===== src/rtl/qspi_read_sequencer.sv =====
// Splits a block flash read into single-byte qspi_controller transactions, tracking
// die changes, downstream FIFO back-pressure and a per-byte completion timeout.
module qspi_read_sequencer #(
    parameter int unsigned DIE_BIT     = 25,
    parameter int unsigned LEN_W       = 16,
    parameter int unsigned TIMEOUT_CYC = 4096
) (
    input  logic             system_clk,
    input  logic             system_reset,
    input  logic             req_valid,
    output logic             req_ready,
    input  logic [31:0]      req_addr,
    input  logic [LEN_W-1:0] req_len,
    input  logic [1:0]       req_mode,
    input  logic             abort,
    input  logic             fifo_afull,
    input  logic             qspi_ready,
    input  logic             qspi_write_req,
    input  logic             qspi_read_done,
    output logic             qspi_read_flag,
    output logic [31:0]      qspi_read_addr,
    output logic [1:0]       qspi_mode,
    output logic             qspi_switch_die,
    output logic             busy,
    output logic             done,
    output logic [1:0]       status,
    output logic [LEN_W-1:0] bytes_rcvd
);

    localparam int unsigned ADDR_W = 32;
    localparam int unsigned TMO_W  = $clog2(TIMEOUT_CYC + 1);

    localparam logic [1:0] ST_OK      = 2'b00;
    localparam logic [1:0] ST_ILLEGAL = 2'b01;
    localparam logic [1:0] ST_TIMEOUT = 2'b10;
    localparam logic [1:0] ST_ABORTED = 2'b11;
    localparam logic [1:0] MODE_ILLEGAL = 2'b11;

    typedef enum logic [2:0] {
        S_IDLE      = 3'd0,
        S_WAIT_RDY  = 3'd1,
        S_ISSUE     = 3'd2,
        S_WAIT_DONE = 3'd3,
        S_DONE      = 3'd4
    } state_t;

    state_t             state_q;
    state_t             state_d;
    logic [1:0]         fin_code;
    logic [LEN_W-1:0]   rem_q;
    logic [TMO_W-1:0]   tmo_q;
    logic               abort_pend_q;
    logic               cur_die_q;
    logic               die_known_q;

    logic               abort_any;
    logic               accept;
    logic               rem_last;
    logic               tmo_hit;

    logic               ready_d;
    logic               busy_d;
    logic               done_d;
    logic [1:0]         status_d;
    logic               flag_d;
    logic               switch_d;

    assign abort_any = abort || abort_pend_q;
    assign accept    = (state_q == S_IDLE) && req_valid && req_ready;
    assign rem_last  = (rem_q == LEN_W'(1));
    assign tmo_hit   = (tmo_q == TMO_W'(TIMEOUT_CYC - 1));

    // State register
    always_ff @(posedge system_clk) begin
        if (system_reset) begin
            state_q <= S_IDLE;
        end else begin
            state_q <= state_d;
        end
    end

    // Next-state logic; fin_code is the status reported when entering DONE
    always_comb begin
        state_d  = state_q;
        fin_code = ST_OK;
        case (state_q)
            S_IDLE: begin
                if (accept) begin
                    if (req_mode == MODE_ILLEGAL) begin
                        state_d  = S_DONE;
                        fin_code = ST_ILLEGAL;
                    end else if (req_len == '0) begin
                        state_d = S_DONE;
                    end else begin
                        state_d = S_WAIT_RDY;
                    end
                end
            end
            S_WAIT_RDY: begin
                if (abort_any) begin
                    state_d  = S_DONE;
                    fin_code = ST_ABORTED;
                end else if (qspi_ready && !fifo_afull) begin
                    state_d = S_ISSUE;
                end
            end
            S_ISSUE: begin
                state_d = S_WAIT_DONE;
            end
            S_WAIT_DONE: begin
                if (qspi_read_done) begin
                    if (rem_last) begin
                        state_d = S_DONE;
                    end else if (abort_any) begin
                        state_d  = S_DONE;
                        fin_code = ST_ABORTED;
                    end else begin
                        state_d = S_WAIT_RDY;
                    end
                end else if (tmo_hit) begin
                    state_d  = S_DONE;
                    fin_code = ST_TIMEOUT;
                end
            end
            S_DONE: begin
                state_d = S_IDLE;
            end
            default: begin
                state_d = S_IDLE;
            end
        endcase
    end

    // Output decode from the upcoming state, so every output is a flop aligned with its state
    always_comb begin
        ready_d  = (state_d == S_IDLE);
        busy_d   = (state_d != S_IDLE);
        done_d   = (state_d == S_DONE);
        status_d = done_d ? fin_code : ST_OK;
        flag_d   = (state_d == S_ISSUE) || (state_d == S_WAIT_DONE);
        switch_d = 1'b0;
        if (state_d == S_ISSUE) begin
            switch_d = !die_known_q || (qspi_read_addr[DIE_BIT] != cur_die_q);
        end else if (state_d == S_WAIT_DONE) begin
            switch_d = qspi_switch_die;
        end
    end

    // Registered outputs and datapath
    always_ff @(posedge system_clk) begin
        if (system_reset) begin
            req_ready       <= 1'b1;
            busy            <= 1'b0;
            done            <= 1'b0;
            status          <= ST_OK;
            qspi_read_flag  <= 1'b0;
            qspi_switch_die <= 1'b0;
            qspi_read_addr  <= '0;
            qspi_mode       <= '0;
            bytes_rcvd      <= '0;
            rem_q           <= '0;
            tmo_q           <= '0;
            abort_pend_q    <= 1'b0;
            cur_die_q       <= 1'b0;
            die_known_q     <= 1'b0;
        end else begin
            req_ready       <= ready_d;
            busy            <= busy_d;
            done            <= done_d;
            status          <= status_d;
            qspi_read_flag  <= flag_d;
            qspi_switch_die <= switch_d;

            // Abort is only meaningful while a request is in progress
            if (state_q == S_IDLE || state_q == S_DONE) begin
                abort_pend_q <= 1'b0;
            end else if (abort) begin
                abort_pend_q <= 1'b1;
            end

            if (accept) begin
                qspi_read_addr <= req_addr;
                rem_q          <= req_len;
                qspi_mode      <= req_mode;
                bytes_rcvd     <= '0;
            end

            if (state_q == S_WAIT_DONE && qspi_write_req && bytes_rcvd != '1) begin
                bytes_rcvd <= bytes_rcvd + LEN_W'(1);
            end

            if (state_q == S_ISSUE) begin
                tmo_q <= TMO_W'(1);
            end else if (state_q == S_WAIT_DONE) begin
                tmo_q <= tmo_q + TMO_W'(1);
            end

            if (state_q == S_WAIT_DONE) begin
                if (qspi_read_done) begin
                    cur_die_q      <= qspi_read_addr[DIE_BIT];
                    die_known_q    <= 1'b1;
                    qspi_read_addr <= qspi_read_addr + ADDR_W'(1);
                    rem_q          <= rem_q - LEN_W'(1);
                end else if (tmo_hit) begin
                    die_known_q <= 1'b0;
                end
            end
        end
    end

endmodule


===== config.mk =====
export PLATFORM = sky130hd
export DESIGN_NAME = qspi_read_sequencer
export DESIGN_NICKNAME = d
export VERILOG_FILES = /design/src/rtl/qspi_read_sequencer.sv
export SDC_FILE = /design/constraint.sdc
export NUM_CORES = 1
export LEC_CHECK = 0
export CORE_MARGIN = 10
export CORE_UTILIZATION = 31
export CTS_CLUSTER_DIAMETER = 200
export CTS_CLUSTER_SIZE = 25
export DETAILED_ROUTE_END_ITERATION = 8
export GPL_ROUTABILITY_DRIVEN = 0
export GPL_TIMING_DRIVEN = 1
export SYNTH_ARGS = -nofsm -noshare
export SYNTH_HDL_FRONTEND = slang
export SYNTH_SLANG_ARGS = --single-unit

===== constraint.sdc =====
create_clock -name system_clk -period 2.7 [get_ports system_clk]
set_input_delay 0.27 -clock system_clk [delete_from_list [all_inputs] [get_ports system_clk]]
set_output_delay 0.27 -clock system_clk [all_outputs]
set_load 0.01 [all_outputs]

==> metrics <==
synthesized netlist cell count 605; Post-DP Area 6261 sq um; CP peak stage delay 0.56 ns; average via count per standard cell 5.653; top-level I/O count between 100 and 150; count of unique library cells instantiated by Yosys 72; master of the slowest instance on the critical path sky130_fd_sc_hd__dfxtp_1; FF+latch count, synth 92; overall routed net length 16.18 mm; register clock-pin slew on the reported worst setup and hold paths 0.06 ns; hold path startpoint system_reset; Yosys Warn Count 0; maximum number of pins on one net before global-route repair 36; worst vdd ir 0.2962 mV; Skew-Pair Late Insertion Delay between 0.3 and 0.4 ns; synthesized area divided by synthesized cell count 8.113 sq um; number of nets in the layout 775; Worst Setup SP state_q[0]$_SDFF_PP0_; number of fillers in the final layout 1501; register-to-register setup slack 0.58 ns; fraction of post-synthesis cell area in the top cell type by area 37.52%; min-delay worst type in2reg; Fmax achieved 471.6 MHz; FF-to-FF End bytes_rcvd[15]$_SDFFE_PP0P_; most common library cell in the layout ignoring fill and taps sky130_fd_sc_hd__clkdlybuf4s50_1; die outline area 21270 sq um; Seq/Total Area, Yosys 37.52%; startpoint type of the worst setup path flop; post-synthesis cell type with the largest combined area sky130_fd_sc_hd__dfxtp_1; antenna cell count 0; count of hold buffers inserted by post-cts repair 0; Min Clock Period, post-route 2.121 ns; CTS tree yes; most used cells in the layout excluding fill and tap cells sky130_fd_sc_hd__clkdlybuf4s50_1, sky130_fd_sc_hd__dfxtp_1, sky130_fd_sc_hd__nand2_1; maximum fanout count along the critical path 12; clk_skew 0.01004 ns; minimum hold slack 0.3416 ns; area taken by multi-input logic gates 2858 sq um; detailed-routing iteration count for the pre-antenna-repair pass 6; count of H-tree levels built during CTS 3; count of pins over their slew limit 0; Detail Route Antenna Nets 0; Async S/R FF share, synth 0%; initial antenna violation count 0; post-cts resize count 0; cell leakage power 2.130 nW; layout cell share with drive strength beyond 1 6.974%; core box area 15370 sq um; Std-Cell Rows 45; Initial DRC Count 440; Top FF cell, synth sky130_fd_sc_hd__dfxtp_1; Tightest Pin Transition 0.6961 ns; maximum count of clock buffers along a single path 2; Worst Path Arrival 2.35 ns; Chip Width 145.8 microns; number of nets produced by synthesis 668; worst path cell trace and3b_1 > buf_4 > nand2_1 > a21o_1 > a22o_1 > mux2_2; final cell count without fillers 928; root buffer selected by CTS sky130_fd_sc_hd__clkbuf_16; top post-synthesis cells by area sky130_fd_sc_hd__dfxtp_1, sky130_fd_sc_hd__nand2_1, sky130_fd_sc_hd__nor2_1; initial standard-cell utilization of the core 31.93%; Register-to-Register Path Depth 6; critical path endpoint bytes_rcvd[15]$_SDFFE_PP0P_; TritonCTS Buffers 9; Vias about 5200; max capacitance violation total 0; number of endpoints with negative hold slack in the final report 0; post-route fraction of the period consumed by the critical path 78.54%; Total Power 3.541 mW; fin area about 6600 sq um; Placed Instances 912; buffers inserted during post-CTS setup optimization 0; first-pass GRT wire length 26.14 mm; placed wire-length estimate after detailed placement 11.87 mm; number of global-route vias before repair 5021; headroom to the max-slew limit between 50% and 60%; number of remaining DRC errors 0; Routed WL per cell 17.43 microns; clk sink count between 90 and 100; overflow left after global routing 0; FF+latch area approximately 1800 sq um; sum of negative setup slack 0 ns; status finished, final reports clean; startpoint of the lowest-slack register-to-register path state_q[0]$_SDFF_PP0_; Netlist Area Pre-Place between 4000 and 5000 sq um; count of input and output buffers 114; critical path capture point type flop; number of synthesized flops with an enable pin 0; # setup viols final 0; height of the die 145.8 microns; synth-to-layout area growth 33.62%; unrepaired setup endpoints after global routing no; power density over the cells between 500 and 600 nW/um^2; worst endpoint required time between 2 and 3 ns; overall track demand over capacity in global routing 14.62%; critical path type reg2reg
synthesized netlist by cell type, types with 7 or more instances:
cell                       count
sky130_fd_sc_hd__a21oi_1      28
sky130_fd_sc_hd__a221oi_1      7
sky130_fd_sc_hd__a22oi_1       9
sky130_fd_sc_hd__a31oi_1      31
sky130_fd_sc_hd__buf_2        12
sky130_fd_sc_hd__clkbuf_1     13
sky130_fd_sc_hd__dfxtp_1      92
sky130_fd_sc_hd__inv_1        13
sky130_fd_sc_hd__nand2_1      65
sky130_fd_sc_hd__nand3_1      29
sky130_fd_sc_hd__nand4_1      24
sky130_fd_sc_hd__nor2_1       56
sky130_fd_sc_hd__nor3_1       22
sky130_fd_sc_hd__nor4_1       14
sky130_fd_sc_hd__o211ai_1     12
sky130_fd_sc_hd__o21ai_0      31
sky130_fd_sc_hd__or3_1        10
sky130_fd_sc_hd__or4_1         8
sky130_fd_sc_hd__xnor2_1       7
sky130_fd_sc_hd__xor2_1        7
worst max-delay path, delay by kind of cell, from the launching register on:
family / cells / cell delay [ns]
compound gates: 2 / 0.61
buf+inv: 1 / 0.18
flops: 1 / 0.56
mux: 1 / 0.25
simple gates: 2 / 0.41
report_power, final:
part | total, mW | switching (mW) | leakage, nW | internal (mW)
clock network | 1.30 | 0.528 | 0.144 | 0.771
logic | 0.670 | 0.336 | 1.24 | 0.333
registers | 1.57 | 0.126 | 0.750 | 1.45
kinds of logic (layout without fill, tap and decap cells):
family                   after synthesis  after routing  share of synthesized area, %
XOR/XNOR                              14             14                         2.498
adder cells (fa/ha/maj)                5              5                         1.275
flip-flops                            92             92                         37.52
multiplexers                           6              6                         1.275
AND/OR/NAND/NOR                      279            279                         30.95
buffers and inverters                 46            158                         4.283
AO/OA/AOI/OAI                        163            163                         22.20
layout make-up:
| class | count | area share (%) |
|---|---|---|
| timing repair buffer | 129 | 19.04 |
| tap | 211 | 4.025 |
| clock inverter | 1 | 0.4578 |
| clock buffer | 15 | 4.082 |
| sequential | 92 | 28.08 |
| multi-input combinational | 467 | 43.57 |
| inverter | 13 | 0.7440 |
state kept, by name, summed over array words and instances, names as in the netlist:
name             flops
abort_pend_q         1
busy                 1
bytes_rcvd          16
cur_die_q            1
die_known_q          1
done                 1
qspi_mode            2
qspi_read_addr      32
qspi_read_flag       1
qspi_switch_die      1
rem_q               16
req_ready            1
state_q              3
status               2
tmo_q               13
through the flow:
step / setup slack, ns / util (%)
global placement: 0.4666 / 40.73
detailed placement: 0.4209 / 40.73
finish: 0.5795 / 42.67
global route: 0.4149 / 42.67
CTS: 0.5823 / 42.67
floorplan: 0.7682 / -
worst min path at each step:
stage                                               to  slack [ns]  depth (start not counted)
after CTS                  bytes_rcvd[13]$_SDFFE_PP0P_        0.32                          3
after floorplan           qspi_read_addr[9]$_SDFF_PP0_        0.41                          2
after global placement       qspi_mode[1]$_SDFFE_PP0P_        0.45                          2
after global routing       bytes_rcvd[13]$_SDFFE_PP0P_        0.34                          3
final                      bytes_rcvd[13]$_SDFFE_PP0P_        0.34                          3
after detailed placement     qspi_mode[0]$_SDFFE_PP0P_        0.46                          2
per-layer routing:
metal  share of wire, %  global-route usage [%]  vias to the layer above
li1                   -                       -                     2520
met1                 46                   19.39                     2490
met2                 45                   22.41                      221
met3                7.9                   4.005                       15
met4                1.2                   4.601                        0
met5                  0                       0                        -
(Power assumes the default switching activity.)
